===== src/rtl/rom_loader.sv =====
// Boot loader: consumes a byte stream (16-bit word count + little-endian words), writes the
// instruction ROM one word at a time and holds the core in reset until the image is complete.
module rom_loader #(
  parameter int ADDR_W = 12
) (
  input  logic              clk,
  input  logic              rst,
  input  logic              start,
  input  logic              in_valid,
  output logic              in_ready,
  input  logic [7:0]        in_data,
  output logic              rom_we,
  output logic [ADDR_W-1:0] rom_waddr,
  output logic [31:0]       rom_wdata,
  output logic              cpu_hold,
  output logic              done,
  output logic              err
);

  typedef enum logic [2:0] {
    S_HDR0, S_HDR1, S_DATA, S_WRITE, S_DONE, S_ERR
  } state_t;

  // Widened by one bit so a full 16-bit count can be compared against 2**ADDR_W.
  localparam logic [16:0] DEPTH = 17'(1) << ADDR_W;

  state_t      state, state_d;
  logic [15:0] cnt;
  logic [1:0]  byte_idx;
  logic [15:0] hdr_cnt;
  logic        accept;

  assign accept  = in_valid & in_ready;
  assign hdr_cnt = {in_data, cnt[7:0]};

  // NOTE: every combinational output gets a default first, otherwise an untaken branch
  // would make synthesis infer a latch to hold the old value.
  always_comb begin
    state_d = state;
    unique case (state)
      S_HDR0:  if (accept) state_d = S_HDR1;
      S_HDR1: begin
        if (accept) begin
          if (hdr_cnt == 16'd0)                state_d = S_DONE;
          else if ({1'b0, hdr_cnt} > DEPTH)    state_d = S_ERR;
          else                                 state_d = S_DATA;
        end
      end
      S_DATA:  if (accept && byte_idx == 2'd3) state_d = S_WRITE;
      S_WRITE: state_d = (cnt == 16'd1) ? S_DONE : S_DATA;
      S_DONE,
      S_ERR:   if (start) state_d = S_HDR0;
      default: state_d = S_HDR0;
    endcase
  end

  // NOTE: all sequential state uses non-blocking assignments so every register samples
  // the pre-edge values, independent of statement order.
  always_ff @(posedge clk) begin
    if (rst) begin
      state    <= S_HDR0;
      in_ready <= 1'b0;
      cnt      <= '0;
      byte_idx <= '0;
      rom_waddr <= '0;
      rom_wdata <= '0;
    end else begin
      state <= state_d;
      // Registered from the next state so ready never depends combinationally on in_*.
      in_ready <= (state_d == S_HDR0) || (state_d == S_HDR1) || (state_d == S_DATA);
      unique case (state)
        S_HDR0: if (accept) cnt[7:0] <= in_data;
        S_HDR1: begin
          if (accept) begin
            cnt[15:8] <= in_data;
            rom_waddr <= '0;
            byte_idx  <= '0;
          end
        end
        S_DATA: begin
          if (accept) begin
            rom_wdata[{byte_idx, 3'b000} +: 8] <= in_data;
            byte_idx <= byte_idx + 2'd1;
          end
        end
        S_WRITE: begin
          rom_waddr <= rom_waddr + 1'b1;
          cnt       <= cnt - 16'd1;
        end
        S_DONE,
        S_ERR: if (start) rom_waddr <= '0;
        default: ;
      endcase
    end
  end

  assign rom_we   = (state == S_WRITE);
  assign done     = (state == S_DONE);
  assign err      = (state == S_ERR);
  assign cpu_hold = (state != S_DONE);

endmodule


===== config.mk =====
export PLATFORM = sky130hd
export DESIGN_NAME = rom_loader
export DESIGN_NICKNAME = d
export VERILOG_FILES = /design/src/rtl/rom_loader.sv
export SDC_FILE = /design/constraint.sdc
export NUM_CORES = 1
export LEC_CHECK = 0
export BUFFER_PORTS_ARGS = -buffer_cell sky130_fd_sc_hd__buf_2
export CAP_MARGIN = 20
export CORE_ASPECT_RATIO = 0.75
export CORE_MARGIN = 1.5
export CORE_UTILIZATION = 45
export DETAILED_ROUTE_END_ITERATION = 6
export GPL_TIMING_DRIVEN = 0
export PLACE_DENSITY = 0.67
export SYNTH_ARGS = -nofsm -noshare
export SYNTH_HDL_FRONTEND = slang
export SYNTH_SLANG_ARGS = --single-unit

===== constraint.sdc =====
create_clock -name clk -period 5 [get_ports clk]
set_clock_uncertainty 0.1 [all_clocks]
set_input_delay 0.75 -clock clk [delete_from_list [all_inputs] [get_ports clk]]
set_output_delay 0.75 -clock clk [all_outputs]
set_load 0.01 [all_outputs]

Yosys cells after proc, flatten, opt, wreduce, memory -nomap -nowiden
Index checks and enable logic that the tools add are counted.

word-level totals
  input port bits = 12
  word-level logic and storage cells = 63
  register bits = 66

operators by class
  eq/ne operators = 14
  add/subtract/negate cells = 4
  muxes and demuxes = 18
  reduce and logical (&&, ||, !) cells = 16
  order comparisons = 1
  bitwise gates (word level) = 1
  shifts and indexed selects = 2

operators by type and width
  cell                      count
  $pmux W12 S3              1
  $bwmux W32                1
  $pmux W8 S2               2
  $shift A8 B7 Y32 const A  1
  $shiftx A8 B7 Y32         1
  $mux W12                  2
  $mux W3                   7
  $eq A16 B1 Y1 const B     1
  $gt A16 B13 Y1 const B    1
  $logic_not A16 Y1         1
  $sub A16 B1 Y16 const B   1
  $pmux W3 S5               1
  $add A12 B1 Y12 const B   1
  $eq A3 B2 Y1 const B      3
  $mux W8                   1
  $ne A2 B2 Y1 const B      4
  $neg A5 Y7                1
  $eq A3 B1 Y1 const B      2
  $eq A3 B3 Y1 const B      2
  $logic_not A3 Y1          2
  $reduce_and A2 Y1         3
  $reduce_and A3 Y1         2
  $reduce_bool A2 Y1        3
  $mux W2                   2
  other kinds (9)           10

Longest topological paths before layout
  depth after elaboration = 8
  depth in mapped cells = 7
  depth with buffers taken out = 6

Worst setup path before layout
No wires, ideal clock.

  kind = input port to flip-flop
  from = input in_data[0]
  to = register state[2]
  buffers on the path = 0
  stages on the path = 4
  arrival = 2.048 ns
  path slack = 2.794 ns
  path through = or4_1 -> or4_4 -> a31oi_1 -> o21ba_1

on the way
  word-level cells in the longest chain between the ends = 5
  elaborated cells on any way between the ends = 6
  classes of those cells = order compare: 1; mux: 4; reduce/logical: 1

RTL lines
  element               RTL line  text
  start, declared       11        input logic [7:0] in_data,
  $gt A16 B13 Y1        45        else if ({1'b0, hdr_cnt} > DEPTH) state_d = S_ERR;
  $mux W3               45
  $mux W3 *             44        if (hdr_cnt == 16'd0) state_d = S_DONE;
  $mux W3 *             43        if (accept) begin
  $pmux W3 S5 *         40        unique case (state)
  end signal, assigned  68        state <= state_d;
  end, declared         27        state_t state, state_d;

Mark *: on every way between the ends. The rest lies on a longest branch, timed or not.
A chain may end at the register's enable or synchronous reset.

Worst setup path after layout
  from = register state[0]
  to = output rom_we

on the way
  word-level cells in the longest chain between the ends = 1

RTL lines
  element        RTL line  text
  $eq A3 B2 Y1   97        assign rom_we = (state == S_WRITE);
  end, declared  12        output logic rom_we,

Every way passes these cells.

==> impl_metrics.env <==
export IMPL_rrSetupSlack_ns=2.52
export IMPL_leakagePower_nw=1.44
export IMPL_cts_repair_resized=0
export IMPL_yosys_most_used_dff="dfxtp_1"
export IMPL_yosysSeqAreaShare_pct=41.0
export IMPL_die_h_um=76.3
export IMPL_core_area_um2=6860
export IMPL_io_buffers=58
export IMPL_maxCapViolCount=0
export IMPL_period_needed_ns=3.15
export IMPL_ys_ff_latch=66
export IMPL_dpl_cell_area_um2=3630
export IMPL_vias_per_cell=5.98
export IMPL_ir_drop_v=0.000156
export IMPL_cts_root_buffer="clkbuf_8"
export IMPL_drt_initial_drc_count=327
export IMPL_numCtsBuffers=9
export IMPL_holdPathEnd="rom_wdata[9]$_SDFFE_PP0P_"
export IMPL_grt_use_total_pct=26.3
export IMPL_fin_setup_tns_ns=0
export IMPL_std_cell_rows=26
export IMPL_syn_nets=421
export IMPL_critical_path_class="reg2out"
export IMPL_dieWidth_um=101
export IMPL_clk_latency_ns=0.35
export IMPL_first_global_vias=3083
export IMPL_yosysWarnings=0
export IMPL_ctsHoldBuffers=0
export IMPL_antenna_left=0
export IMPL_hp_start="rom_wdata[9]$_SDFFE_PP0P_"
export IMPL_syn_inst=401
export IMPL_antenna_found_initial=0
export IMPL_outcome="completed"
export IMPL_drc=0
export IMPL_synth_avg_cell_area_um2=8.03
export IMPL_report_final_slew_viol_count=0
export IMPL_slew_headroom_pct=38.6
export IMPL_cts_buffer_depth=2
export IMPL_final_area_um2=3820
export IMPL_fmax_mhz=317
export IMPL_pwr_density_cell_nw_per_um2=275
export IMPL_required_ns=4.15
export IMPL_r2r_start="state[0]$_SDFF_PP0_"
export IMPL_rsz0062_at_grt="no"
export IMPL_nets=491
export IMPL_critPathCaptureType="output port"
export IMPL_n_fill_cell=693
export IMPL_via_count=3435
export IMPL_hpwl_mm=6.46
export IMPL_hold_path_cell_count=2
export IMPL_n_antenna_cell=0
export IMPL_initial_core_util_pct=46.9
export IMPL_grt_pass1_wl_mm=15.9
export IMPL_cts_tree="yes"
export IMPL_grt_max_degree=14
export IMPL_drive_gt1_share_pct=18.5
export IMPL_startpoint="state[0]$_SDFF_PP0_"
export IMPL_async_reset_ff_share_pct=0
export IMPL_hold_path_class="reg2reg"
export IMPL_cts_sinks=66
export IMPL_hold_viol=0
export IMPL_tightestPinTransition_ns=0.919
export IMPL_reg2reg_to="cnt[7]$_SDFFE_PP0P_"
export IMPL_post_drt_wl_per_cell_um=16.5
export IMPL_reg2reg_depth=7
export IMPL_setup_viol=0
export IMPL_area_growth_pct=18.5
export IMPL_arrival_ns=2.30
export IMPL_clkTransAtPathRegs_ns=0.08
export IMPL_grt_overflow_total=0
export IMPL_placed_cells=557
export IMPL_h_tree_depth=3
export IMPL_pin_count=61
export IMPL_worstPathMaxFanout=10
export IMPL_netlist_area_um2=3220
export IMPL_place_gp_congestion=0.919
export IMPL_final_cells=574
export IMPL_finalWirelength_mm=9.48
export IMPL_yosysUniqueCellTypes=53
export IMPL_synth_edf_count=0
export IMPL_post_cts_buffers=0
export IMPL_drt_pass1_iterations=5
export IMPL_cp_start_kind="flop"
export IMPL_post_route_period_util_pct=63.0
export IMPL_die_area_um2=7680
-- power breakdown --
part | total, mW | switching, mW | internal (mW)
sequential | 0.541 | 0.00845 | 0.532
combinational | 0.102 | 0.0699 | 0.0323
clock | 0.408 | 0.226 | 0.182
total | 1.05 | 0.305 | 0.747
-- how the worst max path moves through the flow --
stage	endpoint	slack, ns	cells past startpoint
floorplan	state[2]$_SDFF_PP0_	2.79	4
global placement	rom_we	2.30	5
detailed placement	rom_we	2.31	5
CTS	rom_we	1.92	5
global route	rom_we	1.74	5
finish	rom_we	1.85	5
-- layout by cell type (no fill, tap or decap), drive strengths merged, types with 10 or more instances in the layout --
| master | synthesis | final |
|---|---|---|
| buf | 5 | 63 |
| nor3 | 10 | 10 |
| clkbuf | 19 | 29 |
| dfxtp | 66 | 66 |
| inv | 14 | 15 |
| a21oi | 56 | 56 |
| or4 | 11 | 11 |
| nand2 | 48 | 48 |
| nor2 | 11 | 11 |
| nand3 | 48 | 48 |
-- cell families (layout without fill, tap and decap cells) --
| logic type | count (synthesis) | in the layout | synth area share (%) |
|---|---|---|---|
| and+or+nand+nor | 179 | 179 | 30.3 |
| adders and majority gates | 8 | 8 | 3.11 |
| DFF | 66 | 66 | 41.0 |
| muxes | 3 | 3 | 0.932 |
| AOI/OAI and AO/OA | 107 | 107 | 20.1 |
| buffers and inverters | 38 | 113 | 4.55 |
-- sequential cells by signal (all words and copies together), names as in the netlist --
name,cells
byte_idx,2
rom_wdata,32
in_ready,1
state,3
cnt,16
rom_waddr,12
-- worst max-delay path: stages, from the launching register on --
cell and delay [ns]:
dfxtp_1 0.34, clkbuf_1 0.35, nand3b_1 0.49, inv_1 0.31, buf_2 0.28, buf_2 0.18
-- Yosys cell counts, types with 2 or more instances --
master | count | area share, %
mux2i_1 | 3 | 0.93
o31ai_1 | 7 | 1.6
o211ai_1 | 4 | 0.93
a21o_1 | 3 | 0.70
and3_1 | 5 | 0.97
buf_2 | 3 | 0.47
nand4_1 | 8 | 1.6
and3b_1 | 2 | 0.54
nor4_1 | 6 | 1.2
inv_1 | 14 | 1.6
nand3_1 | 48 | 7.5
a21oi_1 | 56 | 8.7
or2_2 | 2 | 0.39
ha_1 | 8 | 3.1
nand3b_1 | 4 | 0.93
a31oi_1 | 8 | 1.6
o22ai_1 | 2 | 0.39
nand4b_1 | 4 | 1.1
nand2_1 | 48 | 5.6
nor3_1 | 10 | 1.6
a2bb2oi_1 | 2 | 0.54
clkbuf_1 | 19 | 2.2
a211oi_1 | 2 | 0.47
or3_1 | 2 | 0.39
nor2b_1 | 2 | 0.39
or3b_2 | 3 | 0.82
dfxtp_1 | 66 | 41
nor3b_1 | 3 | 0.70
a31o_2 | 2 | 0.54
o21ai_0 | 9 | 1.4
nor4b_1 | 2 | 0.54
nor2_1 | 11 | 1.3
a32oi_1 | 3 | 0.82
buf_1 | 2 | 0.23
or4_1 | 10 | 2.3
-- cell type report --
class                      count  area (um^2)  area share [%]
clock buffer                   9          124            3.25
inverter                      14         52.6            1.38
sequential                    66         1320            34.6
tap                           98          123            3.21
multi-input combinational    297         1750            45.9
timing repair buffer          59          295            7.74
clock inverter                 7         53.8            1.41
buffer                        24         93.8            2.46
-- routing by layer --
layer	global-route usage [%]	vias up	wire [um]
met4	10.1	0	231
met3	5.96	26	600
met5	0	-	0
met2	35.9	141	4040
li1	-	1629	-
met1	39.6	1639	4610
-- stage by stage --
step	worst slack (ns)	utilization (%)	hold slack, ns	total power, mW
6_report	1.85	55.6	0.350	1.05
5_1_grt	1.74	55.6	0.380	1.10
3_5_place_dp	2.31	52.9	0.342	0.651
3_3_place_gp	2.30	52.9	0.338	0.649
2_1_floorplan	2.79	-	0.376	0.614
4_1_cts	1.92	55.5	0.354	1.05
No activity file was read; power rests on OpenSTA's default activity.
